### src/rtl/tdm_pkg.sv
// -----------------------------------------------------------------------------
// tdm_pkg
// Shared definitions for the TDM mux/demux path.
//   TDM_LANES    : number of time-division lanes (fixed at 4)
//   TDM_LANE_W   : width of a lane index
//   lane_idx_t   : plain lane index
//   fill_state_t : lane currently being filled (FILL0..FILL3)
// -----------------------------------------------------------------------------
package tdm_pkg;

    localparam int TDM_LANES  = 4;
    localparam int TDM_LANE_W = 2;

    typedef logic [TDM_LANE_W-1:0] lane_idx_t;

    typedef enum logic [TDM_LANE_W-1:0] {
        FILL0 = 2'd0,
        FILL1 = 2'd1,
        FILL2 = 2'd2,
        FILL3 = 2'd3
    } fill_state_t;

endpackage : tdm_pkg

### src/rtl/tdm_out_reg.sv
// -----------------------------------------------------------------------------
// tdm_out_reg
// Holding register with a valid/ready output handshake. A load takes priority
// over a transfer, so a load on the same edge as a transfer keeps valid high
// with the new word. The caller only loads when the register is empty or is
// being drained on that edge.
// Ports:
//   clk_i    : rising-edge clock
//   rst_n_i  : synchronous active-low reset
//   load_i   : capture data_i this edge
//   data_i   : word to capture (WIDTH bits)
//   ready_i  : downstream accepts the held word
//   valid_o  : held word is valid
//   data_o   : held word
// -----------------------------------------------------------------------------
module tdm_out_reg #(
    parameter int WIDTH = 32
) (
    input  logic             clk_i,
    input  logic             rst_n_i,
    input  logic             load_i,
    input  logic [WIDTH-1:0] data_i,
    input  logic             ready_i,
    output logic             valid_o,
    output logic [WIDTH-1:0] data_o
);

    logic             valid_q, valid_d;
    logic [WIDTH-1:0] data_q,  data_d;

    always_comb begin
        valid_d = valid_q;
        data_d  = data_q;
        if (load_i) begin
            valid_d = 1'b1;
            data_d  = data_i;
        end else if (valid_q && ready_i) begin
            valid_d = 1'b0;
        end
    end

    always_ff @(posedge clk_i) begin
        if (!rst_n_i) begin
            valid_q <= 1'b0;
            data_q  <= '0;
        end else begin
            valid_q <= valid_d;
            data_q  <= data_d;
        end
    end

    assign valid_o = valid_q;
    assign data_o  = data_q;

endmodule : tdm_out_reg

### src/rtl/tdm_demux_1x4.sv
// -----------------------------------------------------------------------------
// tdm_demux_1x4
// Receive-side 1-to-4 time-division demultiplexer. Serial samples arrive in
// lane order 0..3; each group of four is assembled and presented as one
// parallel frame (lane 0 in the LSBs) through a valid/ready output register.
// Ports:
//   clk       : rising-edge clock
//   rst_n     : synchronous active-low reset
//   in_data   : serial sample (W bits)
//   in_valid  : in_data valid this cycle
//   in_sof    : start of frame, marks the lane-0 sample
//   in_ready  : a sample can be accepted this cycle
//   out_data  : assembled frame (4*W bits)
//   out_valid : out_data holds a complete frame
//   out_ready : downstream accepts the frame
//   lane      : next lane to be written
//   err       : one-cycle pulse on frame misalignment
// Build option:
//   TDM_DEMUX_SOF_CHECK_EN : when defined, in_sof re-aligns the lane counter
//   and misalignment is flagged on err. When undefined, in_sof is ignored,
//   err is 0 and lanes are filled purely by count.
// -----------------------------------------------------------------------------
module tdm_demux_1x4
    import tdm_pkg::*;
#(
    parameter int W = 8
) (
    input  logic                   clk,
    input  logic                   rst_n,
    input  logic [W-1:0]           in_data,
    input  logic                   in_valid,
    input  logic                   in_sof,
    output logic                   in_ready,
    output logic [TDM_LANES*W-1:0] out_data,
    output logic                   out_valid,
    input  logic                   out_ready,
    output logic [TDM_LANE_W-1:0]  lane,
    output logic                   err
);

    // Slots 0..2 are buffered; the lane-3 sample goes straight into the
    // output register together with them.
    localparam int BUF_SLOTS = TDM_LANES - 1;

    fill_state_t  lane_q, lane_d;
    fill_state_t  wr_lane;
    logic [W-1:0] buf_q [BUF_SLOTS];
    logic [W-1:0] buf_d [BUF_SLOTS];
    logic [BUF_SLOTS-1:0] slot_we;
    logic         accept;
    logic         frame_done;
    logic         out_valid_w;
    logic [TDM_LANES*W-1:0] frame_w;

    // Stall only when finishing a frame would overwrite an undelivered one.
    assign in_ready = !(lane_q == FILL3 && out_valid_w && !out_ready);
    assign accept   = in_valid && in_ready;

`ifdef TDM_DEMUX_SOF_CHECK_EN
    logic err_q, err_d;
`else
    logic unused_sof;
    assign unused_sof = in_sof;
`endif

    always_comb begin
        wr_lane = lane_q;
`ifdef TDM_DEMUX_SOF_CHECK_EN
        err_d = 1'b0;
        // A start-of-frame away from lane 0 drops the partial frame and
        // restarts filling at slot 0 with this sample.
        if (in_sof && lane_q != FILL0) begin
            wr_lane = FILL0;
        end
        if (accept) begin
            err_d = (in_sof && lane_q != FILL0) || (!in_sof && lane_q == FILL0);
        end
`endif

        // 2-to-4 lane decode; lane 3 has no buffer slot.
        slot_we = '0;
        if (accept) begin
            case (wr_lane)
                FILL0:   slot_we[0] = 1'b1;
                FILL1:   slot_we[1] = 1'b1;
                FILL2:   slot_we[2] = 1'b1;
                default: slot_we    = '0;
            endcase
        end

        for (int i = 0; i < BUF_SLOTS; i++) begin
            buf_d[i] = slot_we[i] ? in_data : buf_q[i];
        end

        lane_d = lane_q;
        if (accept) begin
            lane_d = fill_state_t'(lane_idx_t'(wr_lane) + lane_idx_t'(1));
        end
    end

    assign frame_done = accept && (wr_lane == FILL3);
    assign frame_w    = {in_data, buf_q[2], buf_q[1], buf_q[0]};

    always_ff @(posedge clk) begin
        if (!rst_n) begin
            lane_q <= FILL0;
            for (int i = 0; i < BUF_SLOTS; i++) begin
                buf_q[i] <= '0;
            end
`ifdef TDM_DEMUX_SOF_CHECK_EN
            err_q <= 1'b0;
`endif
        end else begin
            lane_q <= lane_d;
            for (int i = 0; i < BUF_SLOTS; i++) begin
                buf_q[i] <= buf_d[i];
            end
`ifdef TDM_DEMUX_SOF_CHECK_EN
            err_q <= err_d;
`endif
        end
    end

    tdm_out_reg #(
        .WIDTH (TDM_LANES * W)
    ) u_out_reg (
        .clk_i   (clk),
        .rst_n_i (rst_n),
        .load_i  (frame_done),
        .data_i  (frame_w),
        .ready_i (out_ready),
        .valid_o (out_valid_w),
        .data_o  (out_data)
    );

    assign out_valid = out_valid_w;
    assign lane      = lane_q;

`ifdef TDM_DEMUX_SOF_CHECK_EN
    assign err = err_q;
`else
    assign err = 1'b0;
`endif

endmodule : tdm_demux_1x4

### config.mk
export PLATFORM = sky130hd
export DESIGN_NAME = tdm_demux_1x4
export DESIGN_NICKNAME = d
export VERILOG_FILES = /design/src/rtl/tdm_pkg.sv /design/src/rtl/tdm_out_reg.sv /design/src/rtl/tdm_demux_1x4.sv
export SDC_FILE = /design/constraint.sdc
export NUM_CORES = 1
export LEC_CHECK = 0
export ABC_AREA = 1
export BUFFER_PORTS_ARGS = -buffer_cell sky130_fd_sc_hd__buf_4
export CORE_MARGIN = 1
export CORE_UTILIZATION = 59
export CTS_BUF_LIST = sky130_fd_sc_hd__clkbuf_8
export DETAILED_ROUTE_END_ITERATION = 8
export PLACE_DENSITY = 0.84
export SYNTH_ARGS = -nofsm -noshare
export SYNTH_HDL_FRONTEND = slang
export SYNTH_SLANG_ARGS = --single-unit
### constraint.sdc
create_clock -name clk -period 3.05 [get_ports clk]
set_input_delay 0.61 -clock clk [delete_from_list [all_inputs] [get_ports clk]]
set_output_delay 0.61 -clock clk [all_outputs]
set_load 0.05 [all_outputs]
==> results.cfg <==
[outcome]
outcome = finished, violations left
violations = DRC

[floorplan]
floorplan.initialDensity_pct = 62.3
fp-row-count = 24
io_pins = 50
die_h_um = 70.5
die_w_um = 70.5
die_area_um2 = 4970
core_region_area_um2 = 4440

[critical_path]
critPathKind = register to primary output
worstPathRequired_ps = 2440
crit_top_cell = buf_4
critPathLaunchType = register
crit_path_max_fanout = 31
worst-endpoint-arrival_ps = 1620
critical-path-slowest-cell = dfxtp_1
path_cells = ha_1 -> nand3_4 -> buf_4 -> buf_4
cpPeakStageDelay_ps = 360
critPathCaptureType = primary output

[sta]
worst_pin_slew_ps = 618
relSlewSlack_pct = 58.8
fmax_mhz = 447
finClkSkew_ps = 5.16
whs_ps = 458
rsz0062_at_grt = false
min_period_ps = 2230
post-route-period-util_pct = 73.3
finalSetupViolCount = 0
hold_viol_final = 0
maxSlewViolCount = 0
setup_tns_ps = 0

[placement]
gp_congestion = 0.802
dpl.hpwl_um = 3540
portBuffers = 47
dp_cells = 433

[cts]
cts_made_buffers = 9
tritoncts = built
ctsHoldBuffers = 0
clockBufferDepth = 2
cts_setup_buffers = 0
cts_resized = 0
clk_latency_ps = 340
clk_pin_slew_ps = 60
cts_root_buf = clkbuf_8
cts_sinks = 59
htreeDepth = 3

[global_routing]
grtUsageTotal_pct = 25.5
grt_max_degree = 64
antenna_found_initial = 0
grt_overflow = 0
grt_pass1_vias = 2150
grt_pass1_wl_um = 9870

[synthesis]
synth.area.top_cells = dfxtp_1 43%, nand4_1 13%, nand2_1 11%
syn_area_um2 = 2770
ys_seq_elements = 59
syn-mean-instance-area_um2 = 7.67
ys_seq_area_share_pct = 42.7
syn_nets = 378
ys.flop_type = dfxtp_1
ys_warn_count = 0
syn_inst = 361
yosysTopAreaCellShare_pct = 42.7
synth_edf_count = 0
synth_cell_types = 19
synth_top_area_cell = dfxtp_1
async_flop_share_pct = 0

[worst_hold_path]
hold_path.class = register to register

[power_and_ir_drop]
p_int_mw = 1.21
ir_drop_mv = 0.298
comb_power_share_pct = 11.9
p_leak_nw = 1.44
power.switching_uw = 440
power_density_nw_per_um2 = 518
seqPwrFrac_pct = 49.3
p_total_mw = 1.65
clockPowerShare_pct = 38.8
p_sw_share_pct = 26.6

[route]
first_iter_violations = 188
routed-via-count = 2370
drt_pass1_iterations = 7
postRouteWirelength_um = 5920
viasPerCell = 5.29
avgRoutedWirePerCell_um = 13.2
drtAntennaViolNets = 0
drc_errors = 8

[cells_and_area]
final_cell_mix = 83 x nand2_1, 61 x inv_1, 59 x dfxtp_1
syn_to_final_growth_pct = 15.4
fillers = 362
fin_nets = 409
final_common_cell = nand2_1
layoutNonFillerInstCount = 448
layout-drive-gt1-share_pct = 21.0
diodes = 0

[flow_run]
cap_violations = 0
[metrics by stage]
| step | setup slack, ps | utilization (%) | area [um2] |
|---|---|---|---|
| 6_report | 815 | 71.9 | 3200 |
| 5_1_grt | 763 | 71.9 | 3200 |
| 3_5_place_dp | 1090 | 67.9 | 3020 |
| 3_3_place_gp | 1090 | 67.9 | 3020 |
| 4_1_cts | 833 | 71.9 | 3200 |
| 2_1_floorplan | 973 | - | 2770 |
[final timing paths]
check,start,endpoint,slack [ps],depth (start not counted)
hold / removal,u_out_reg.data_o[31],u_out_reg.data_o[31],460,2
hold reg to reg,u_out_reg.data_o[31],u_out_reg.data_o[31],460,2
setup / recovery,lane[0],in_ready,820,4
setup reg to reg,lane[0],u_out_reg.data_o[20],1180,5
[flip-flops by register name (all words and copies together), names as in the netlist]
register / cells
u_out_reg.data_o: 32
lane: 2
u_out_reg.valid_o: 1
buf_q: 24
[layer usage]
metal  track usage (%)  up-vias  share of wire [%]
met1              32.1     1063                 44
met5                 0        -                  0
li1                  -     1216                  -
met4              9.52        0                1.5
met3              8.08        9                7.6
met2              41.2       82                 47
[critical path, delay by kind of cell, from the launching register on]
family | cells | cell delay (ps)
flops | 1 | 360
buf+inv | 2 | 550
fa+ha+maj | 1 | 280
simple gates | 1 | 90
[power groups by stage]
stage                     combinational (mW)  sequential (mW)  clock [mW]
after global placement                 0.190            0.831           0
after detailed placement               0.193            0.832           0
after CTS                              0.196            0.816       0.642
final                                  0.197            0.816       0.642
after floorplan                        0.136            0.849           0
after global routing                   0.219            0.820       0.685
[cell usage after synthesis (all sizes together) (2+ instances only)]
library cell,number
nand4,56
clkbuf,4
a21boi,32
nand2,84
inv,60
nand3,5
ha,4
buf,26
o21ai,2
nor2,26
a21oi,2
dfxtp,59
[cell type report]
cell class                 count  area (um2)  area share, %
timing repair buffer          50         375           11.7
clock inverter                 3        13.8          0.431
inverter                      60         225           7.05
multi-input combinational    212        1170           36.6
clock buffer                  12         165           5.17
tap                           52        65.1           2.04
sequential                    59        1180           37.0
[kinds of logic (layout without fill, tap and decap cells)]
family	count (synthesis)	in the layout	synth area share, %
adder cells (fa/ha/maj)	4	4	1.81
AND/OR/NAND/NOR	171	171	30.9
buffers and inverters	90	125	15.1
other	1	1	0.135
flip-flops	59	59	42.7
AO/OA/AOI/OAI	36	36	9.40
(Power assumes the default switching activity.)
